--- src/rtl/wb_gpio_debounce_irq.sv ---
// Wishbone classic slave: GPIO with per-pin output enable, debounced keys with sticky
// press events, and a level interrupt raised by enabled press events.
module wb_gpio_debounce_irq #(
    parameter int GPIO_WIDTH      = 8,
    parameter int KEY_WIDTH       = 2,
    parameter int KEY_ACTIVE_LOW  = 1,
    parameter int DEBOUNCE_CYCLES = 240000
) (
    input  logic                  clock,
    input  logic                  reset,
    input  logic [4:0]            wb_adr_i,
    input  logic [31:0]           wb_dat_i,
    output logic [31:0]           wb_dat_o,
    input  logic [3:0]            wb_sel_i,
    input  logic                  wb_we_i,
    input  logic                  wb_cyc_i,
    input  logic                  wb_stb_i,
    output logic                  wb_ack_o,
    input  logic [GPIO_WIDTH-1:0] gpio_i,
    output logic [GPIO_WIDTH-1:0] gpio_o,
    output logic [GPIO_WIDTH-1:0] gpio_oe,
    input  logic [KEY_WIDTH-1:0]  key_i,
    output logic [KEY_WIDTH-1:0]  key_state_o,
    output logic                  irq_o
);

    localparam int CW = $clog2(DEBOUNCE_CYCLES);
    localparam logic [CW-1:0] CNT_LAST = CW'(DEBOUNCE_CYCLES - 1);
    localparam logic KEY_AL = (KEY_ACTIVE_LOW != 0);
    localparam logic [KEY_WIDTH-1:0] KEY_RELEASED = {KEY_WIDTH{KEY_AL}};

    logic [GPIO_WIDTH-1:0]         gpio_s1_q, gpio_s2_q;
    logic [KEY_WIDTH-1:0]          key_s1_q, key_s2_q;
    logic [KEY_WIDTH-1:0]          stable_q, stable_d;
    logic [KEY_WIDTH-1:0][CW-1:0]  cnt_q, cnt_d;
    logic [GPIO_WIDTH-1:0]         dout_q, dout_d;
    logic [GPIO_WIDTH-1:0]         dir_q, dir_d;
    logic [KEY_WIDTH-1:0]          key_edge_q, key_edge_d;
    logic [KEY_WIDTH-1:0]          irq_en_q, irq_en_d;
    logic                          ack_q, ack_d;
    logic [31:0]                   dat_q, dat_d;

    logic [KEY_WIDTH-1:0]          key_pressed_s;
    logic [KEY_WIDTH-1:0]          key_set_s;
    logic [KEY_WIDTH-1:0]          w1c_s;
    logic                          access_s;
    logic [2:0]                    reg_sel_s;
    logic [31:0]                   rd_s;
    logic                          unused_s;

    // Byte lanes, sub-word address bits and unused write-data bits are don't-cares.
    assign unused_s      = ^{wb_sel_i, wb_adr_i[1:0], wb_dat_i};
    assign key_pressed_s = key_s2_q ^ KEY_RELEASED;
    assign access_s      = wb_cyc_i & wb_stb_i & ~ack_q;
    assign reg_sel_s     = wb_adr_i[4:2];

    // Per-key debounce: accept a new level only after it differs for DEBOUNCE_CYCLES edges.
    always_comb begin
        stable_d = stable_q;
        cnt_d    = cnt_q;
        for (int k = 0; k < KEY_WIDTH; k++) begin
            if (key_pressed_s[k] == stable_q[k]) begin
                cnt_d[k] = '0;
            end else if (cnt_q[k] == CNT_LAST) begin
                stable_d[k] = key_pressed_s[k];
                cnt_d[k]    = '0;
            end else begin
                cnt_d[k] = cnt_q[k] + CW'(1);
            end
        end
        key_set_s = stable_d & ~stable_q;
    end

    // Register writes and read-data mux; a fresh press overrides a same-cycle W1C.
    always_comb begin
        dout_d   = dout_q;
        dir_d    = dir_q;
        irq_en_d = irq_en_q;
        w1c_s    = '0;
        if (access_s && wb_we_i) begin
            case (reg_sel_s)
                3'd0:    dout_d   = wb_dat_i[GPIO_WIDTH-1:0];
                3'd1:    dir_d    = wb_dat_i[GPIO_WIDTH-1:0];
                3'd4:    w1c_s    = wb_dat_i[KEY_WIDTH-1:0];
                3'd5:    irq_en_d = wb_dat_i[KEY_WIDTH-1:0];
                default: w1c_s    = '0;
            endcase
        end else begin
            w1c_s = '0;
        end
        key_edge_d = (key_edge_q & ~w1c_s) | key_set_s;

        rd_s = '0;
        case (reg_sel_s)
            3'd0:    rd_s[GPIO_WIDTH-1:0] = dout_q;
            3'd1:    rd_s[GPIO_WIDTH-1:0] = dir_q;
            3'd2:    rd_s[GPIO_WIDTH-1:0] = gpio_s2_q;
            3'd3:    rd_s[KEY_WIDTH-1:0]  = stable_q;
            3'd4:    rd_s[KEY_WIDTH-1:0]  = key_edge_q;
            3'd5:    rd_s[KEY_WIDTH-1:0]  = irq_en_q;
            default: rd_s = '0;
        endcase

        ack_d = access_s;
        if (access_s && !wb_we_i) begin
            dat_d = rd_s;
        end else begin
            dat_d = '0;
        end
    end

    // Input synchronisers and debounce state; key flops come out of reset at the released level.
    always_ff @(posedge clock or posedge reset) begin
        if (reset) begin
            gpio_s1_q <= '0;
            gpio_s2_q <= '0;
            key_s1_q  <= KEY_RELEASED;
            key_s2_q  <= KEY_RELEASED;
            stable_q  <= '0;
            cnt_q     <= '0;
        end else begin
            gpio_s1_q <= gpio_i;
            gpio_s2_q <= gpio_s1_q;
            key_s1_q  <= key_i;
            key_s2_q  <= key_s1_q;
            stable_q  <= stable_d;
            cnt_q     <= cnt_d;
        end
    end

    // Bus-visible registers, acknowledge and read data.
    always_ff @(posedge clock or posedge reset) begin
        if (reset) begin
            dout_q     <= '0;
            dir_q      <= '0;
            key_edge_q <= '0;
            irq_en_q   <= '0;
            ack_q      <= 1'b0;
            dat_q      <= 32'h0000_0000;
        end else begin
            dout_q     <= dout_d;
            dir_q      <= dir_d;
            key_edge_q <= key_edge_d;
            irq_en_q   <= irq_en_d;
            ack_q      <= ack_d;
            dat_q      <= dat_d;
        end
    end

    assign wb_ack_o    = ack_q;
    assign wb_dat_o    = dat_q;
    assign gpio_o      = dout_q;
    assign gpio_oe     = dir_q;
    assign key_state_o = stable_q;
    assign irq_o       = |(key_edge_q & irq_en_q);

endmodule

--- config.mk ---
export PLATFORM = sky130hd
export DESIGN_NAME = wb_gpio_debounce_irq
export DESIGN_NICKNAME = d
export VERILOG_FILES = /design/src/rtl/wb_gpio_debounce_irq.sv
export SDC_FILE = /design/constraint.sdc
export NUM_CORES = 1
export LEC_CHECK = 0
export CORE_MARGIN = 3
export CORE_UTILIZATION = 52
export DETAILED_ROUTE_END_ITERATION = 6
export GPL_ROUTABILITY_DRIVEN = 1
export MAX_ROUTING_LAYER = met4
export PLACE_DENSITY = 0.86
export SETUP_SLACK_MARGIN = 0.02
export SYNTH_ARGS = -nofsm -noshare
export SYNTH_HDL_FRONTEND = slang
export SYNTH_SLANG_ARGS = --single-unit
--- constraint.sdc ---
create_clock -name clock -period 8.45 [get_ports clock]
set_input_delay 2.1125 -clock clock [delete_from_list [all_inputs] [get_ports clock]]
set_output_delay 2.1125 -clock clock [all_outputs]
set_load 0.03 [all_outputs]
# Yosys cells after proc, flatten, opt, wreduce, memory -nomap -nowiden
# Cells that the tools add are included.
[word_totals] reg_bits=111 in_bits=56 output_inout_bits=52 elab_cells=55
[op_classes] n_addsub=2 eq_ne=9 n_mux=13 n_bitwise=10 n_reduce_logical=8
[op_table] operator="$mux W18" count=4
[op_table] operator="$add A18 B1 Y18 const B" count=2
[op_table] operator="$eq A18 B18 Y1 const B" count=2
[op_table] operator="$pmux W6 S3" count=1
[op_table] operator="$pmux W2 S6" count=1
[op_table] operator="$mux W8" count=1
[op_table] operator="$and A2 B2 Y2" count=3
[op_table] operator="$eq A3 B2 Y1 const B" count=2
[op_table] operator="$eq A3 B3 Y1 const B" count=2
[op_table] operator="$not A2 Y2" count=3
[op_table] operator="$reduce_and A2 Y1" count=3
[op_table] operator="$mux W1" count=4
[op_table] operator="$mux W2" count=2
[op_table] operator="$eq A3 B1 Y1 const B" count=1
[op_table] operator="$logic_not A3 Y1" count=1
[op_table] operator="$and A1 B1 Y1" count=2
[op_table] operator="$eq A1 B1 Y1" count=2
[op_table] operator="$logic_and A1 B1 Y1" count=2
[op_table] operator="$or A2 B2 Y2" count=1
[op_table] operator="$reduce_or A2 Y1" count=1
[op_table] operator="$logic_not A1 Y1" count=1
[op_table] operator="$not A1 Y1" count=1

# Longest topological paths before layout
[depth] ltp_word=7 depth_mapped=6 ltp_nobuf=5

# Worst setup path before layout
# OpenSTA, ideal clock, no wires.
[synth_timing] path_type="input port to flip-flop" startpoint="input wb_adr_i[3]" endpoint="register dir_q[0] (netlist: gpio_oe[0])" setup_time_ns=0.125 arrival_ns=3.363 required_ns=8.325 setup_slack_ns=4.962 cell_stages=6 n_path_buf=2 path_cell_list="clkbuf_1 -> nor2b_1 -> clkbuf_1 -> nand3_1 -> nor2_2 -> mux2_2"
[synth_via] elab_chain_len=2
[synth_rtl] item="from (decl)" line_no="11" text="input logic [4:0] wb_adr_i,"
[synth_rtl] item="$eq A3 B1 Y1" line_no="81" text="case (reg_sel_s)"
[synth_rtl] item="$reduce_and A2 Y1 (no line)"
[synth_rtl] item="to (signal assigned)" line_no="142" text="dir_q <= dir_d;"
[synth_rtl] item="to (decl)" line_no="37" text="logic [GPIO_WIDTH-1:0] dir_q, dir_d;"
# No other way between the ends.
# A chain may end at the register's enable or synchronous reset.

# Worst setup path in the final report
[layout_timing] startpoint="input wb_adr_i[3]" endpoint="register dir_q[1] (netlist: gpio_oe[1])"
# The elaborated chain is that of the path after synthesis.

==> summary.txt <==
Run status
  • Status: finished, final reports clean

Min path
  • Worst hold start: key_s1_q[1]
  • Hold WC Path Type: flip-flop to flip-flop
  • Hold path depth: 0
  • Hold endpoint: key_s2_q[1]

STA
  • Max frequency: 226 MHz
  • WHS: 0.344 ns
  • Worst clock skew: 0.0121 ns
  • Slew @ Worst Pin: 1.12 ns
  • Unrepaired setup endpoints after global routing: false
  • Slew headroom: 24.7%
  • Final setup vio count: 0
  • Tcrit/Tclk final: 52.4%
  • Hold Fails Final Rpt: 0
  • Setup TNS: 0 ns
  • Minimum clock period after layout: 4.43 ns
  • Max Slew Vio Count: 0

Power
  • Comb power frac: 16.3%
  • Sequential power share: 52.4%
  • Internal power: 0.000635 W
  • Switching part of the total: 27.8%
  • Power Dens Cells: 190 nW/um2
  • Leakage power: 1.93 nW
  • Maximum vdd drop: 0.116 mV
  • Switching power: 0.000244 W
  • Clock power share: 31.3%

Placed design
  • RD Place Congestion: 0.896
  • IO buf count: 53
  • Dpl hpwl: 5350 um
  • Post-Place Cells: 497
  • Cell Area, Placed: 4440 um2

Final layout
  • Area growth, synth to finish: 18.3%
  • Share of cells above drive strength 1: 10.6%
  • Final #Nets: 470
  • Final Non-Filler Cells: 512
  • Reg area: 2180 um2
  • Footprint of the multi-input gates: 1560 um2
  • Antenna cells: 0
  • Commonest cells after routing, fill and taps aside: dfrtp_1, nor2_1, clkdlybuf4s50_1
  • Commonest non-fill, non-tap cell in the layout: dfrtp_1
  • FILL cells: 539
  • Design Area, Final: 4630 um2

Synthesis
  • Number of flops mapped to enable cells by yosys: 0
  • Avg Cell Area, Syn: 11.0 um2
  • FFs w/ async S/R, synth: 100%
  • Synth unique cells: 48
  • Synth Instances: 356
  • Yosys reg bits: 87
  • Sequential fraction of the synthesis area: 55.8%
  • Syn Std Cell Area: 3910 um2
  • Top FF cell, synth: dfrtp_1
  • Syn. warnings: 0

Setup path
  • Slowest CP cell: clkdlybuf4s50_1
  • WP depth: 5
  • Critical R2R Capture: cnt_q[4]
  • Slowest stage delay, CP: 0.80 ns
  • Kind of critical path: input port to flip-flop
  • Flop2flop setup slack: 6.23 ns
  • Worst-path fanout max: 16
  • Critical Path Sink Type: flip-flop
  • Crit path DAT: 4.65 ns
  • CP top delay family: simple AND/OR/NAND/NOR gates
  • CP Buf/Inv Count: 1
  • Worst EP required: 8.68 ns
  • Startpoint types: input port
  • Crit-path cells: clkdlybuf4s50_1 > nor2b_1 > nand3_1 > nor2_2 > mux2_2
  • R2R Path Start: cnt_q[0]
  • Reg2reg path depth: 5

Route
  • Total Wirelength: 7770 um
  • DRT Pass-1 Iters: 7
  • Via density: 5.32
  • DRC violations left: 0
  • Total number of vias: 2726
  • Antenna-violating nets left: 0
  • Wirelength per Cell: 15.2 um
  • Number of DRC markers in iteration 0: 149

Clock network
  • Postcts setup bufs: 0
  • H-tree lvl count: 3
  • Clock buffer depth: 2
  • Worst-path clk slew: 0.08 ns
  • Num CTS Buffers: 9
  • Clk_lat worst skew: 0.34 ns
  • Resized Gates After CTS: 0
  • TritonCTS clock tree: done
  • Clock root buffer: clkbuf_8
  • Hold_buf cts: 0
  • Clock Sinks: 87

Die
  • Rows: 30
  • Die area: 8600 um2
  • Die X-Extent: 92.7 um
  • Die extent in y: 92.7 um
  • Initial core utilization: 55.4%
  • Ports: 108
  • Core area: 7060 um2

Global routing
  • GRT Util Overall: 19.9%
  • First-pass GRT wire length: 13100 um
  • Initial antenna violation count: 0
  • Vias in the first global route: 2661
  • Largest net degree at the start of global routing: 88
  • Total gr overflow: 0

Job
  • Max cap viols: 0
==> state kept, by name (all words and copies together), names as in the netlist <==
register     flops
cnt_q           36
gpio_o           8
gpio_oe          8
key_edge_q       2
key_state_o      2
gpio_s2_q        8
key_s1_q         2
irq_en_q         2
wb_ack_o         1
wb_dat_o         8
key_s2_q         2
gpio_s1_q        8
==> through the flow <==
step	total power [W]	util, %	setup WS, ns
2_1_floorplan	0.000561	-	4.09
3_3_place_gp	0.000607	62.9	3.70
5_1_grt	0.000920	65.6	3.85
4_1_cts	0.000888	65.6	4.03
3_5_place_dp	0.000612	62.9	3.70
6_report	0.000878	65.6	4.02
==> area by class of cell <==
type / instances / area share, %
timing repair buffer: 54 / 11.6
clock buffer: 10 / 2.76
tap: 96 / 2.60
sequential: 87 / 47.2
clock inverter: 5 / 1.30
inverter: 11 / 0.919
multi-input combinational: 249 / 33.6
==> Yosys cell counts, types with 2 or more instances <==
library cell	n	share of area [%]
clkbuf_1	5	0.48
nand4_1	11	1.8
nor4_1	12	1.9
dfrtp_1	83	53
xor2_1	7	1.6
ha_1	2	0.64
nor2_1	53	5.1
nand3b_1	4	0.77
nand2_1	18	1.7
and4_1	2	0.45
mux2i_1	11	2.8
a21oi_1	8	1.0
xnor2_1	25	5.6
inv_1	11	1.1
or4_4	2	0.58
dfstp_2	4	2.7
nand3_1	12	1.5
o21ai_0	11	1.4
mux2_2	15	4.3
nand4b_1	2	0.45
buf_4	24	4.6
nor3_1	8	1.0
==> worst reg2reg max path, delay by kind of cell (launching register included) <==
kind | cells | cell delay, ns
flip-flops | 1 | 0.41
AO/OA/AOI/OAI | 1 | 0.66
adder cells (fa/ha/maj) | 1 | 0.23
AND/OR/NAND/NOR | 3 | 0.78
==> power groups by stage <==
stage | Clock, W | Sequential [W] | Combinational, W
2_1_floorplan | 0 | 0.000493 | 0.0000673
3_3_place_gp | 0 | 0.000466 | 0.000141
3_5_place_dp | 0 | 0.000468 | 0.000144
4_1_cts | 0.000284 | 0.000460 | 0.000144
5_1_grt | 0.000303 | 0.000464 | 0.000154
6_report | 0.000275 | 0.000460 | 0.000143
==> logic make-up after synthesis <==
kind of cell	share of synthesized area, %
buffers and inverters	6.65
AOI/OAI and AO/OA	4.80
xor gates and xnor gates	7.16
and+or+nand+nor	17.7
muxes	7.13
DFF	55.8
other	0.0958
adders and majority gates	0.639
==> worst max path at each step <==
stage	slack [ns]	startpoint	to
floorplan	4.09	reset	cnt_q[0]
global placement	3.70	wb_adr_i[3]	gpio_oe[5]
detailed placement	3.70	wb_adr_i[3]	gpio_oe[3]
CTS	4.03	wb_adr_i[3]	gpio_oe[1]
global route	3.85	wb_adr_i[3]	gpio_oe[1]
finish	4.02	wb_adr_i[3]	gpio_oe[1]
==> layer usage <==
layer  global-route usage, %  routed length, um
met4                    6.84                162
met1                    24.2               3160
met2                    32.4               3990
met5                       -                  0
met3                    5.28                461
No activity file was read; power rests on OpenSTA's default activity.
